File: src/rtl/seqdet_pkg.sv
// Shared types and default widths for the sequence-detector event monitor.
package seqdet_pkg;

  // Window FSM state encoding.
  typedef enum logic [0:0] {
    ST_IDLE  = 1'b0,
    ST_COUNT = 1'b1
  } state_e;

  localparam int CNT_W_DEF = 8;
  localparam int WIN_W_DEF = 16;

endpackage

File: src/rtl/seqdet_rpt_reg.sv
// Single-entry report register: loads a closed window's result when the slot
// is free or being drained this cycle, otherwise drops it and remembers the loss.
module seqdet_rpt_reg
  import seqdet_pkg::*;
#(
  parameter int CNT_W = CNT_W_DEF
) (
  input  logic             clk,
  input  logic             rst,
  input  logic             load_i,
  input  logic [CNT_W-1:0] load_count_i,
  input  logic             load_sat_i,
  input  logic             rpt_ready_i,
  output logic             rpt_valid_o,
  output logic [CNT_W-1:0] rpt_count_o,
  output logic             rpt_sat_o,
  output logic             rpt_lost_o
);

  logic             valid_q;
  logic [CNT_W-1:0] count_q;
  logic             sat_q;
  logic             lost_q;
  logic             sticky_lost_q;
  logic             consume;

  // A ready with nothing pending is meaningless and must not be treated as a drain.
  assign consume = valid_q && rpt_ready_i;

  // Load/drop decision, handshake drain and sticky-lost tracking.
  always_ff @(posedge clk) begin
    // NOTE: synchronous reset lives inside the clocked block, so it also wins over a same-cycle handshake.
    if (rst) begin
      valid_q       <= 1'b0;
      count_q       <= '0;
      sat_q         <= 1'b0;
      lost_q        <= 1'b0;
      sticky_lost_q <= 1'b0;
    end else if (load_i && (!valid_q || consume)) begin
      valid_q       <= 1'b1;
      count_q       <= load_count_i;
      sat_q         <= load_sat_i;
      lost_q        <= sticky_lost_q;
      sticky_lost_q <= 1'b0;
    end else if (load_i) begin
      // Slot still owned by the consumer: this window's result is lost.
      sticky_lost_q <= 1'b1;
    end else if (consume) begin
      valid_q <= 1'b0;
    end
  end

  assign rpt_valid_o = valid_q;
  assign rpt_count_o = count_q;
  assign rpt_sat_o   = sat_q;
  assign rpt_lost_o  = lost_q;

endmodule

File: src/rtl/seqdet_event_monitor.sv
// Counts detector hits over back-to-back programmable windows and hands one
// report per window to the report register.
module seqdet_event_monitor
  import seqdet_pkg::*;
#(
  parameter int CNT_W = CNT_W_DEF,
  parameter int WIN_W = WIN_W_DEF
) (
  input  logic             clk,
  input  logic             rst,
  input  logic             en,
  input  logic [WIN_W-1:0] win_len,
  input  logic             det_in,
  output logic             rpt_valid,
  input  logic             rpt_ready,
  output logic [CNT_W-1:0] rpt_count,
  output logic             rpt_sat,
  output logic             rpt_lost,
  output logic             busy
);

  localparam logic [CNT_W-1:0] HIT_MAX = '1;
  localparam logic [WIN_W-1:0] LEN_ONE = WIN_W'(1);

  state_e           state_q;
  logic [WIN_W-1:0] len_q;
  logic [WIN_W-1:0] cyc_q;
  logic [CNT_W-1:0] hit_q;
  logic [CNT_W-1:0] hit_d;
  logic             sat_q;
  logic             sat_d;
  logic [WIN_W-1:0] len_d;
  logic             close_c;

  // A zero window length is treated as a one-cycle window.
  assign len_d = (win_len == '0) ? LEN_ONE : win_len;

  // Saturating hit update for this cycle's det_in, plus the window-close decode.
  always_comb begin
    // NOTE: every combinational output gets a default first, so no path can infer a latch.
    hit_d = hit_q;
    sat_d = sat_q;
    if (det_in) begin
      if (hit_q == HIT_MAX) sat_d = 1'b1;
      else                  hit_d = hit_q + 1'b1;
    end
    close_c = (state_q == ST_COUNT) && en && (cyc_q == len_q - 1'b1);
  end

  // Window FSM: start, count, close-and-restart, abort.
  always_ff @(posedge clk) begin
    // NOTE: state registers use non-blocking assignments so every flop sees pre-edge values.
    if (rst) begin
      state_q <= ST_IDLE;
      len_q   <= '0;
      cyc_q   <= '0;
      hit_q   <= '0;
      sat_q   <= 1'b0;
    end else begin
      case (state_q)
        ST_IDLE: begin
          if (en) begin
            state_q <= ST_COUNT;
            len_q   <= len_d;
            cyc_q   <= '0;
            hit_q   <= '0;
            sat_q   <= 1'b0;
          end
        end
        ST_COUNT: begin
          if (!en) begin
            // Abort: partial window is discarded, pending report is untouched.
            state_q <= ST_IDLE;
            cyc_q   <= '0;
            hit_q   <= '0;
            sat_q   <= 1'b0;
          end else if (close_c) begin
            // Next window starts on the very next cycle with a fresh length.
            len_q <= len_d;
            cyc_q <= '0;
            hit_q <= '0;
            sat_q <= 1'b0;
          end else begin
            cyc_q <= cyc_q + 1'b1;
            hit_q <= hit_d;
            sat_q <= sat_d;
          end
        end
        default: state_q <= ST_IDLE;
      endcase
    end
  end

  assign busy = (state_q == ST_COUNT);

  // The closing cycle's det_in is folded into the reported count via hit_d/sat_d.
  seqdet_rpt_reg #(
    .CNT_W(CNT_W)
  ) u_rpt_reg (
    .clk          (clk),
    .rst          (rst),
    .load_i       (close_c),
    .load_count_i (hit_d),
    .load_sat_i   (sat_d),
    .rpt_ready_i  (rpt_ready),
    .rpt_valid_o  (rpt_valid),
    .rpt_count_o  (rpt_count),
    .rpt_sat_o    (rpt_sat),
    .rpt_lost_o   (rpt_lost)
  );

endmodule

File: config.mk
export PLATFORM = sky130hd
export DESIGN_NAME = seqdet_event_monitor
export DESIGN_NICKNAME = d
export VERILOG_FILES = /design/src/rtl/seqdet_pkg.sv /design/src/rtl/seqdet_rpt_reg.sv /design/src/rtl/seqdet_event_monitor.sv
export SDC_FILE = /design/constraint.sdc
export NUM_CORES = 1
export LEC_CHECK = 0
export ABC_AREA = 1
export CAP_MARGIN = 30
export CELL_PAD_IN_SITES_DETAIL_PLACEMENT = 1
export CELL_PAD_IN_SITES_GLOBAL_PLACEMENT = 2
export CORE_ASPECT_RATIO = 1.1
export CORE_MARGIN = 2
export CORE_UTILIZATION = 32
export DETAILED_ROUTE_END_ITERATION = 6
export PLACE_DENSITY = 0.82
export SLEW_MARGIN = 20
export SYNTH_ARGS = -nofsm -noshare
export SYNTH_HDL_FRONTEND = slang
export SYNTH_HIERARCHICAL = 1
export SYNTH_SLANG_ARGS = --single-unit
File: constraint.sdc
create_clock -name clk -period 2.55 [get_ports clk]
set_clock_uncertainty 0.1 [all_clocks]
set_input_delay 0.3825 -clock clk [delete_from_list [all_inputs] [get_ports clk]]
set_output_delay 0.3825 -clock clk [all_outputs]
set_load 0.01 [all_outputs]
==> results.json, run 1 <==
{
  "io_pins": 33,
  "grt_pass1_vias": 3644,
  "yosys.area.top_type": "dfxtp_1",
  "synth.yosys.seq_area_share_pct": 29.0,
  "numCtsBuffers": 5,
  "post-dp-hpwl_um": 8630,
  "finalWirelength_um": 11400,
  "post_drt_wl_per_cell_um": 15.0,
  "synthFlopType": "dfxtp_1",
  "synth-compound-area-share_pct": 10.0,
  "crit_family": "simple AND/OR/NAND/NOR gates",
  "drt_iter0_markers": 135,
  "viasPerCell": 4.92,
  "grt_setup_unrepaired": "yes",
  "final.period_utilization_pct": 94.6,
  "worst-path-max-fanout": 6,
  "ant_nets": 0,
  "place_congestion": 0.829,
  "fmax_mhz": 415,
  "startpoint_type": "flip-flop",
  "crit_required_ps": 2660,
  "areaGrowthSynthToFinish_pct": 20.7,
  "yosys.area_share.simple_pct": 40.4,
  "ys_top_cells_by_area": "dfxtp_1 (29%), nand2_1 (13%), nand3_1 (9.4%)",
  "synth_top_area_share_pct": 29.0,
  "drv_slew": 0,
  "synth_adder_area_share_pct": 1.01,
  "ys_ff_latch": 54,
  "num_rows": 41,
  "die_h_um": 117,
  "max_stage_delay_ps": 370,
  "cap_violations": 0,
  "hold_viol_final": 0,
  "crit_chain": "inv_4, ha_4, xor2_1, nand2_1, a21oi_2, nand3_2, nor4_2, nand3_1, nor2_4, clkbuf_16, nand3_2, nand2_1, nor2_1",
  "crit_buf_inv": 2,
  "clk_pin_slew_ps": 90,
  "num_vias": 3722,
  "hold_ws_ps": 372,
  "root_buffer": "clkbuf_16",
  "status": "finished, final reports clean",
  "worstSkewPairLatency_ps": 310,
  "synth_top_family_by_area": "simple AND/OR/NAND/NOR gates",
  "worst_slew_pin_slew_ps": 644,
  "drc_errors": 0,
  "synth_edf_count": 0,
  "fin_nets": 629,
  "synth_cell_types": 39,
  "p_leak_nw": 1.86,
  "synth-xor-area-share_pct": 7.00,
  "power.density_mw_per_mm2": 482,
  "final_cell_mix": "nand2_1 (126), inv_1 (73), nor2_1 (65), nand3_1 (65)",
  "gr-usage-all-layers_pct": 18.3,
  "avgSynthCellArea_sq_um": 6.47,
  "arrival_ps": 2520,
  "cts_tree": "built",
  "grt_max_degree": 33,
  "crit_path_end_kind": "flip-flop",
  "relSlewSlack_pct": 57.1,
  "start_util_pct": 32.6,
  "drive_above_1_share_pct": 13.2,
  "die_w_um": 107,
  "synthMuxAreaShare_pct": 0.302,
  "final_common_cell": "nand2_1",
  "period_minus_slack_ps": 2410,
  "synth_area_sq_mm": 0.00373,
  "htreeDepth": 2,
  "crit_slowest_cell": "dfxtp_4",
  "overflow": 0,
  "async_flop_share_pct": 0,
  "syn_nets": 601,
  "antenna_found_initial": 0,
  "core_area_sq_mm": 0.0114,
  "dieArea_sq_mm": 0.0125,
  "min_path_type": "reg -> reg",
  "setup_viol": 0,
  "synth_cells": 577,
  "yosysWarnings": 6,
  "grt_pass1_wl_um": 18100,
  "drtPass1Iterations": 4,
  "clockBufferDepth": 2,
  "insertedDiodeCount": 0,
  "io_buffers": 32,
  "cts_sinks": 54,
  "fin_tns_setup_ps": 0,
  "critPathKind": "reg -> reg",
  "irDropWorstVdd_mv": 0.280
}
## power breakdown
part / leakage (nW) / internal [mW] / total (mW) / switching, mW
logic: 1.34 / 0.171 / 0.448 / 0.277
clock network: 0.0819 / 0.472 / 0.828 / 0.356
registers: 0.441 / 0.865 / 0.895 / 0.0300
total: 1.86 / 1.51 / 2.17 / 0.663
## per-layer routing
layer	global-route usage, %	vias to the layer above	part of all wire (%)
li1	-	1900	-
met5	0	-	0
met3	2.55	8	2.3
met1	22.3	1772	45
met2	33.9	42	52
met4	5.02	0	1.1
## cell usage after synthesis (2+ instances only)
library cell	instances
a21oi_1	51
a21oi_2	5
buf_1	3
buf_2	4
buf_4	3
buf_6	7
clkbuf_1	7
dfxtp_1	54
ha_1	3
inv_1	75
inv_2	3
nand2_1	128
nand2_2	3
nand3_1	70
nand3_2	9
nand3_4	2
nand3b_1	5
nand4_1	9
nor2_1	68
nor2_2	4
nor2_4	5
nor3_1	3
nor4_1	8
nor4_2	2
o21ai_0	6
xnor2_1	8
xor2_1	20
## final timing paths
check	start	endpoint	slack, ps	cells past startpoint
worst min register to register	sat_q$_SDFFE_PP0P_	sat_q$_SDFFE_PP0P_	370	2
worst max-delay path	len_q[0]$_SDFFE_PP0P_	u_rpt_reg/rpt_count_o[2]$_SDFFE_PP0P_	140	13
worst min-delay path	sat_q$_SDFFE_PP0P_	sat_q$_SDFFE_PP0P_	370	2
worst max register to register	len_q[0]$_SDFFE_PP0P_	u_rpt_reg/rpt_count_o[2]$_SDFFE_PP0P_	140	13
## final cells by class
type                            instances  area, sq um
Inverter                               79          299
Clock inverter                          3         48.8
Multi-Input combinational cell        419         2280
Fill cell                            1491         6930
Tap cell                              150          188
Timing Repair Buffer                   46          473
Clock buffer                            5          125
Sequential cell                        54         1090
## through the flow
stage / power (mW) / std cells / area, sq um / setup slack, ps / utilization, %
floorplan: 1.20 / 577 / 3730 / 246 / -
global placement: 1.32 / 741 / 4150 / 105 / 36.2
detailed placement: 1.33 / 741 / 4150 / 68.5 / 36.2
CTS: 2.16 / 749 / 4320 / 49.6 / 37.8
global route: 2.28 / 756 / 4510 / -83.9 / 39.4
finish: 2.17 / 756 / 4510 / 139 / 39.4
## timing repair
action | in CTS | in global routing
buffers inserted | 0 | 5
resized for setup | 0 | 28
endpoints found under the setup margin | 0 | 29
hold buffers | 0 | 0
hold endpoints to repair | 0 | 0
## sequential cells by signal, summed over array words and instances (netlist names)
signal                   count
sat_q                        1
len_q                       16
u_rpt_reg/rpt_lost_o         1
hit_q                        8
u_rpt_reg/rpt_valid_o        1
u_rpt_reg/rpt_count_o        8
u_rpt_reg/sticky_lost_q      1
u_rpt_reg/rpt_sat_o          1
cyc_q                       16
busy                         1
## kinds of logic (layout without fill, tap and decap cells)
| family | after synthesis | after routing |
|---|---|---|
| fa+ha+maj | 3 | 3 |
| mux | 1 | 1 |
| flops | 54 | 54 |
| simple gates | 318 | 318 |
| xor+xnor | 29 | 29 |
| compound gates | 68 | 68 |
| buf+inv | 104 | 133 |
## worst min-delay path: cells and delay by family, from the launching register on
| family | cells | cell delay (ps) |
|---|---|---|
| simple gates | 1 | 60 |
| compound gates | 1 | 60 |
| flops | 1 | 320 |
No activity file was read; power rests on OpenSTA's default activity.
==> inputs of run 2 (changes only) <==
clock period = 2.5 ns   (was 2.55 ns; I/O delays follow)
==> run 2 against run 1 <==
Sequential share of layout area is 0.16 points lower. Highest routed layer unchanged. Cell count is 0.93% higher. Register-to-register slack worse by 50 ps.
==> results.json, run 2 (synthesized netlist as in run 1, its figures left out) <==
{
  "place_congestion": 0.788,
  "reg2reg_from": "len_q[2]$_SDFFE_PP0P_",
  "io_buffers": 32,
  "hold_end": "sat_q$_SDFFE_PP0P_",
  "die_w_um": 107,
  "htreeDepth": 2,
  "finalWirelength_um": 11700,
  "final_core_util_pct": 39.6,
  "reg2reg_depth": 13,
  "numCtsBuffers": 5,
  "die_h_um": 117,
  "fmax_mhz": 414,
  "worst_slew_pin_slew_ps": 636,
  "hold_viol_final": 0,
  "post_drt_wl_per_cell_um": 15.3,
  "areaGrowthSynthToFinish_pct": 21.2,
  "clockBufferDepth": 2,
  "busiest_layer": "met2",
  "insertedDiodeCount": 0,
  "viasPerCell": 4.98,
  "fin_nets": 636,
  "drv_slew": 0,
  "grt_setup_unrepaired": "yes",
  "gr-usage-all-layers_pct": 18.7,
  "crit_slowest_cell": "dfxtp_1",
  "hold_ws_ps": 367,
  "cap_violations": 0,
  "startpoint_type": "flip-flop",
  "grt_util_met1_pct": 22.4,
  "r2r_end": "u_rpt_reg/rpt_count_o[4]$_SDFFE_PP0P_",
  "crit_chain": "inv_2, nand3_4, buf_4, nor2_4, nand3b_1, o211ai_1, nor4_1, nand3_1, nor2_4, clkbuf_16, nand3_2, nand2_1, nor2_1",
  "final_area_sq_mm": 0.00453,
  "relSlewSlack_pct": 57.6,
  "power.total_mw": 2.11,
  "irDropWorstVdd_mv": 0.290,
  "antenna_found_initial": 0,
  "crit_required_ps": 2610,
  "final_common_cell": "nand2_1",
  "grt_pass1_wl_um": 18500,
  "reg_top3": "cyc_q x16, len_q x16",
  "layout.cells.non_filler": 763,
  "power.density_mw_per_mm2": 467,
  "grt_max_degree": 33,
  "num_vias": 3796,
  "root_buffer": "clkbuf_16",
  "final.period_utilization_pct": 96.6,
  "hold_path_depth": 2,
  "max_stage_delay_ps": 430,
  "arrival_ps": 2520,
  "met2_usage_pct": 34.7,
  "reg2reg_slack_ps": 90,
  "ant_nets": 0,
  "drive_above_1_share_pct": 13.9,
  "critPathKind": "reg -> reg",
  "drc_errors": 0,
  "io_pins": 33,
  "worst-path-max-fanout": 6,
  "hp-start": "sat_q$_SDFFE_PP0P_",
  "status": "finished, final reports clean",
  "cts_tree": "built",
  "dp.cells": 745,
  "grt_pass1_vias": 3783,
  "crit_path_frequent_cell": "nor2_4",
  "setup_viol": 0,
  "overflow": 0,
  "place_area_sq_mm": 0.00419,
  "clk_pin_slew_ps": 80,
  "hold_buffers": 0,
  "crit_path_end_kind": "flip-flop",
  "num_rows": 41,
  "period_minus_slack_ps": 2410,
  "post-dp-hpwl_um": 8580,
  "core_area_sq_mm": 0.0114,
  "dieArea_sq_mm": 0.0125,
  "worstSkewPairLatency_ps": 300,
  "p_leak_nw": 1.89,
  "met3_usage_pct": 2.88,
  "drt_iter0_markers": 164,
  "final_cell_mix": "nand2_1 (128), inv_1 (73), nand3_1 (65)",
  "cts_sinks": 54,
  "min_path_type": "reg -> reg",
  "start_util_pct": 32.6,
  "drtPass1Iterations": 4,
  "fillers": 1480
}
[run 2: cell count changes in the layout (fill, tap and decap cells not counted), moves of 2 or more]
cell	change
nand2_2	-2
nand2_1	+2
nor2_1	-2
nor2_2	+3
buf_4	+4
clkinv_2	+2
[run 2: final cells by class]
| type | instances | area [sq um] | area share (%) |
|---|---|---|---|
| Clock buffer | 5 | 125 | 2.76 |
| Timing Repair Buffer | 51 | 523 | 11.6 |
| Multi-Input combinational cell | 421 | 2290 | 50.6 |
| Sequential cell | 54 | 1090 | 24.0 |
| Tap cell | 150 | 188 | 4.15 |
| Clock inverter | 3 | 18.8 | 0.415 |
| Inverter | 79 | 297 | 6.55 |
[run 2: stage by stage]
step                setup TNS (ps)  setup slack, ps
global placement                 0              127
CTS                              0             48.5
global route                 -1370            -89.7
floorplan                        0              196
detailed placement               0             68.8
finish                           0             85.1
[run 2: routing by layer]
layer	wire, um	vias up	share of wire, %
met5	0	-	0
met2	5870	62	50
met4	229	0	2.0
li1	-	1917	-
met1	5260	1802	45
met3	326	15	2.8
[run 2: repair_timing]
item / in CTS / in global routing
resized for setup: 0 / 23
endpoints found under the setup margin: 0 / 28
setup buffers: 0 / 6
hold endpoints to repair: 0 / 0
[run 2: worst max-delay path: cells and delay by family (launching register included)]
family,cells,cell delay [ps]
compound gates,1,140
buf+inv,3,440
flops,1,430
simple gates,9,1200
[run 2: worst max path at each step]
stage / startpoint / to / slack (ps) / cells after the start
after floorplan: len_q[0]$_SDFFE_PP0P_ / u_rpt_reg/rpt_count_o[2]$_SDFFE_PP0P_ / 200 / 15
after global placement: len_q[0]$_SDFFE_PP0P_ / u_rpt_reg/rpt_lost_o$_SDFFE_PP0P_ / 130 / 15
after detailed placement: len_q[0]$_SDFFE_PP0P_ / u_rpt_reg/rpt_count_o[4]$_SDFFE_PP0P_ / 70 / 15
after CTS: len_q[0]$_SDFFE_PP0P_ / len_q[12]$_SDFFE_PP0P_ / 50 / 14
after global routing: len_q[0]$_SDFFE_PP0P_ / u_rpt_reg/rpt_count_o[5]$_SDFFE_PP0P_ / -90 / 13
final: len_q[2]$_SDFFE_PP0P_ / u_rpt_reg/rpt_count_o[4]$_SDFFE_PP0P_ / 90 / 13
[run 2: report_power, final]
| part | internal (mW) | switching, mW |
|---|---|---|
| sequential | 0.883 | 0.0290 |
| combinational | 0.182 | 0.288 |
| clock | 0.373 | 0.357 |
| total | 1.44 | 0.674 |
